==> src/rtl/ram_stream_reader.sv <==
// Streams a range of words out of a registered-read RAM onto a valid/ready
// interface, absorbing the one-cycle read latency with a 2-entry output FIFO.
module ram_stream_reader #(
  parameter int SIZE  = 8,
  parameter int DEPTH = 8,
  localparam int AW   = $clog2(DEPTH)
) (
  input  logic            clk,
  input  logic            rst,
  input  logic            start,
  input  logic [AW-1:0]   start_addr,
  input  logic [AW:0]     count,
  output logic            busy,
  output logic            done,
  output logic [AW-1:0]   raddr,
  input  logic [SIZE-1:0] read_data,
  output logic [SIZE-1:0] out_data,
  output logic            out_valid,
  input  logic            out_ready
);

  typedef enum logic [1:0] {IDLE, READ, DRAIN} state_t;

  localparam logic [AW:0]   DEPTH_W   = (AW+1)'(DEPTH);
  localparam logic [AW-1:0] LAST_ADDR = AW'(DEPTH - 1);

  state_t          state;
  logic [AW-1:0]   ptr;
  logic [AW:0]     remaining;
  logic            in_flight;
  logic            head_valid;
  logic            tail_valid;
  logic [SIZE-1:0] head_data;
  logic [SIZE-1:0] tail_data;
  logic            pop;
  logic            issue;
  logic            last_word;
  logic [1:0]      occupancy;

  assign raddr     = ptr;
  assign out_data  = head_data;
  assign out_valid = head_valid;
  assign pop       = head_valid & out_ready;

  // Words held or on their way after this cycle's pop; at most two may exist.
  assign occupancy = {1'b0, head_valid} + {1'b0, tail_valid}
                   + {1'b0, in_flight} - {1'b0, pop};
  assign issue     = (state == READ) && (occupancy < 2'd2);
  assign last_word = pop && !tail_valid && !in_flight;

  always_ff @(posedge clk or posedge rst) begin
    if (rst) begin
      state     <= IDLE;
      busy      <= 1'b0;
      done      <= 1'b0;
      ptr       <= '0;
      remaining <= '0;
      in_flight <= 1'b0;
    end else begin
      // NOTE: every sequential assignment is non-blocking so all registers
      // update from the same pre-edge values, regardless of statement order.
      done      <= 1'b0;
      in_flight <= issue;
      case (state)
        IDLE: begin
          if (start) begin
            if (count == '0) begin
              done <= 1'b1;
            end else begin
              state     <= READ;
              busy      <= 1'b1;
              ptr       <= ({1'b0, start_addr} >= DEPTH_W) ? '0 : start_addr;
              remaining <= (count > DEPTH_W) ? DEPTH_W : count;
            end
          end
        end
        READ: begin
          if (issue) begin
            ptr       <= (ptr == LAST_ADDR) ? '0 : ptr + AW'(1);
            remaining <= remaining - (AW+1)'(1);
            if (remaining == (AW+1)'(1)) state <= DRAIN;
          end
        end
        DRAIN: begin
          if (last_word) begin
            state <= IDLE;
            busy  <= 1'b0;
            done  <= 1'b1;
          end
        end
        default: state <= IDLE;
      endcase
    end
  end

  // Head register drives the stream; tail catches a word arriving while the
  // head is stalled, so a read already in flight is never lost.
  always_ff @(posedge clk or posedge rst) begin
    if (rst) begin
      // NOTE: the data registers are reset too, because out_data is a
      // direct view of the head and must read zero while in reset.
      head_valid <= 1'b0;
      tail_valid <= 1'b0;
      head_data  <= '0;
      tail_data  <= '0;
    end else if (pop) begin
      if (tail_valid) begin
        head_data  <= tail_data;
        tail_valid <= in_flight;
        if (in_flight) tail_data <= read_data;
      end else begin
        head_valid <= in_flight;
        if (in_flight) head_data <= read_data;
      end
    end else if (in_flight) begin
      if (!head_valid) begin
        head_data  <= read_data;
        head_valid <= 1'b1;
      end else begin
        tail_data  <= read_data;
        tail_valid <= 1'b1;
      end
    end
  end

endmodule

==> config.mk <==
export PLATFORM = sky130hd
export DESIGN_NAME = ram_stream_reader
export DESIGN_NICKNAME = d
export VERILOG_FILES = /design/src/rtl/ram_stream_reader.sv
export SDC_FILE = /design/constraint.sdc
export NUM_CORES = 1
export LEC_CHECK = 0
export ABC_AREA = 1
export BUFFER_PORTS_ARGS = -buffer_cell sky130_fd_sc_hd__buf_2
export CORE_MARGIN = 1
export CORE_UTILIZATION = 45
export CTS_CLUSTER_DIAMETER = 50
export DETAILED_ROUTE_END_ITERATION = 8
export PLACE_DENSITY = 0.67
export SYNTH_ARGS = -nofsm -noshare
export SYNTH_HDL_FRONTEND = slang
export SYNTH_SLANG_ARGS = --single-unit
==> constraint.sdc <==
create_clock -name clk -period 2.3 [get_ports clk]
set_clock_uncertainty 0.1 [all_clocks]
set_input_delay 0.345 -clock clk [delete_from_list [all_inputs] [get_ports clk]]
set_output_delay 0.345 -clock clk [all_outputs]
set_load 0.03 [all_outputs]
==> impl_metrics.csv <==
group,metric,value,unit
worst_hold_path,hp-class,"in -> reg",
placement,placed_cells,285,
placement,dpl-instance-area,1819,µm²
cells_and_area,final_util,57.25,%
global_routing,grt_max_degree,31,
routing,wirelength,3079,µm
routing,antenna_left,0,
status,status,"complete, no violations",
logic_synthesis,synth_cells,210,
cells_and_area,fillers,329,
cells_and_area,multi_input_area,749.5,µm²
power,power_density,1598,nW/µm²
cts,cts.sinks,30,
logic_synthesis,yosys_warnings,0,
power,p_sw_share,45.94,%
global_routing,grt_pass1_vias,1321,
power,power_leakage,1.097,nW
power,intPower,1.676,mW
setup_path,crit_type,"reg -> reg",
logic_synthesis,ys_seq_area_share,46.08,%
logic_synthesis,yosysTopAreaCell,"dfrtp_1",
global_routing,grt_pass1_wl,5609,µm
logic_synthesis,ys_ff_latch,30,
logic_synthesis,synth.net_count,236,
logic_synthesis,synth_area_leaders,"dfrtp_1, nand2_1, ha_1, inv_1, nand3_1",
power,switchingPower,1.425,mW
global_routing,overflow,0,
setup_path,crit_arrival,2.19,ns
logic_synthesis,ys.flop_type,"dfrtp_1",
sta,tightest_slew,0.6474,ns
logic_synthesis,syn_avg_cell_area,7.757,µm²
logic_synthesis,yosys-top-cells-count,"nand2_1, dfrtp_1, inv_1",
power,p_seq_share,31.4,%
cells_and_area,layout-drive-gt1-share,21.77,%
sta,setup_viol,0,
flow_run,drv_cap,0,
placement,port_buffers,32,
logic_synthesis,async_flop_share,100.0,%
sta,slew_viol_final,0,
cells_and_area,n_antenna_cell,0,
cts,htreeDepth,2,
cells_and_area,finalNonFillerCells,294,
cells_and_area,final_area,1941,µm²
sta,fmax,483.1,MHz
routing,vias_per_cell,4.714,
cts,cts_root_buffer,"clkbuf_4",
cts,post-cts-setup-buffer-count,0,
cts,clk_pin_slew,0.10,ns
routing,detail_route.iter0.violations,98,
sta,fin_crit_sh,90.00,%
power,combinationalPowerShare,50.8,%
cts,numCtsBuffers,5,
cells_and_area,regArea,750.7,µm²
sta,rsz0062_at_grt,"false",
logic_synthesis,synth-edff-count,0,
routing,drc,0,
routing,dr.pass1.iters,4,
cts,post_cts_resized,0,
floorplan,fp.dieW,62.17,µm
placement,hpwlAfterDp,2179,µm
cts,cts_tree,"done",
cts,hold_buffers,1,
cts,cts.path.max_buffers,2,
routing,vias,1386,
floorplan,die_y,62.17,µm
floorplan,core,3390,µm²
setup_path,startpoint_type,"register",
routing,wl_per_cell,10.47,µm
cts,clk_latency,0.32,ns
setup_path,cp_max_fo,7,
power,clock_power_share,17.9,%
sta,timing.hold.ws,0.1744,ns
global_routing,grt_use_total,18.38,%
floorplan,dieArea,3864,µm²
logic_synthesis,synth.distinct_cells,22,
cells_and_area,num-nets-final,273,
power,vdd_ir_drop_max,659.4,µV
sta,fin_setup_tns,0,ns
global_routing,antenna_found_initial,0,
logic_synthesis,synth_most_common_cell,"nand2_1",
placement,routabilityCongestion,0.7886,
setup_path,cp-end-kind,"register",
sta,period_minus_slack,2.070,ns
logic_synthesis,synth_area,1629,µm²
sta,hold_violations,0,
logic_synthesis,synth_top_area_share,46.08,%
floorplan,start_util,48.06,%
floorplan,pin_count,33,
floorplan,rows,21,
sta,relSlewSlack,56.71,%
setup_path,critPathRequiredTime,2.42,ns
cells_and_area,area_growth,19.12,%
[layout by cell type (no fill, tap or decap), types with 3 or more instances in the layout]
| cell | synthesis | routed |
|---|---|---|
| a21oi_1 | 10 | 10 |
| buf_2 | 1 | 32 |
| clkbuf_4 | 0 | 5 |
| dfrtp_1 | 30 | 30 |
| ha_1 | 7 | 7 |
| inv_1 | 23 | 23 |
| nand2_1 | 77 | 77 |
| nand3_1 | 15 | 15 |
| nor2_1 | 8 | 8 |
| nor2_2 | 3 | 3 |
| o21ai_0 | 10 | 10 |
| o21ai_1 | 10 | 10 |
[flip-flops by register name, summed over array words and instances, names as in the netlist, 2 cells and up]
signal	flops
tail_data	8
state	2
remaining	4
raddr	3
out_data	8
[final timing paths]
| path | cells after the start | slack, ns | endpoint | startpoint |
|---|---|---|---|---|
| setup / recovery | 11 | 0.23 | raddr[2]$_DFFE_PP0P_ | out_valid$_DFFE_PP0P_ |
| hold / removal | 3 | 0.17 | tail_data[6]$_DFFE_PP0P_ | read_data[6] |
| setup reg to reg | 11 | 0.23 | raddr[2]$_DFFE_PP0P_ | out_valid$_DFFE_PP0P_ |
| hold reg to reg | 2 | 0.38 | out_data[1]$_DFFE_PP0P_ | out_data[1]$_DFFE_PP0P_ |
| max in group asynchronous | 4 | 1.29 | remaining[1]$_DFFE_PP0P_ | rst |
| min in group asynchronous | 4 | 0.53 | tail_data[5]$_DFFE_PP0P_ | rst |
[kinds of logic (layout without fill, tap and decap cells)]
family | Yosys count | after routing | share of synthesized area [%]
DFF | 30 | 30 | 46.08
buffers and inverters | 29 | 67 | 7.911
and+or+nand+nor | 108 | 108 | 28.19
adders and majority gates | 7 | 7 | 5.376
AOI/OAI and AO/OA | 35 | 35 | 11.91
xor gates and xnor gates | 1 | 1 | 0.5377
[power by group through the flow]
stage	Sequential [mW]	Clock [mW]	Combinational, mW
global placement	0.979	0	1.55
global route	1.02	0.591	1.81
detailed placement	0.981	0	1.58
CTS	0.974	0.564	1.59
finish	0.973	0.554	1.57
floorplan	1.17	0	1.06
[worst max-delay path: stages (launching register included)]
cell and delay, ns:
dfrtp_1 0.44, nand2_2 0.11, ha_1 0.30, ha_1 0.28, nand2_1 0.08, nand2_1 0.05, nand2_1 0.05, nand2_1 0.08
nand2_1 0.19, nand2_2 0.14, nand2_1 0.08, nand2_1 0.05
[metal layers]
metal / wire length [µm] / up-vias / GRT usage, %
met5: 0 / - / 0
met4: 34 / 0 / 6.105
met3: 106 / 4 / 5.147
met2: 1449 / 29 / 30.63
met1: 1489 / 613 / 22.92
li1: - / 740 / -
[area by class of cell]
cell class / instances / share of cell area, %
Inverter: 25 / 4.836
Clock buffer: 6 / 2.643
Multi-Input combinational cell: 151 / 38.62
Clock inverter: 2 / 3.095
Tap cell: 46 / 2.966
Sequential cell: 30 / 38.68
Timing Repair Buffer: 34 / 9.155
[metrics by stage]
stage	setup slack, ns	total power, mW
2_1_floorplan	0.2339	2.238
3_3_place_gp	0.3188	2.533
3_5_place_dp	0.2745	2.559
4_1_cts	0.2315	3.132
5_1_grt	0.09888	3.414
6_report	0.2300	3.101
Note: power is estimated with default switching activity, not from simulation.
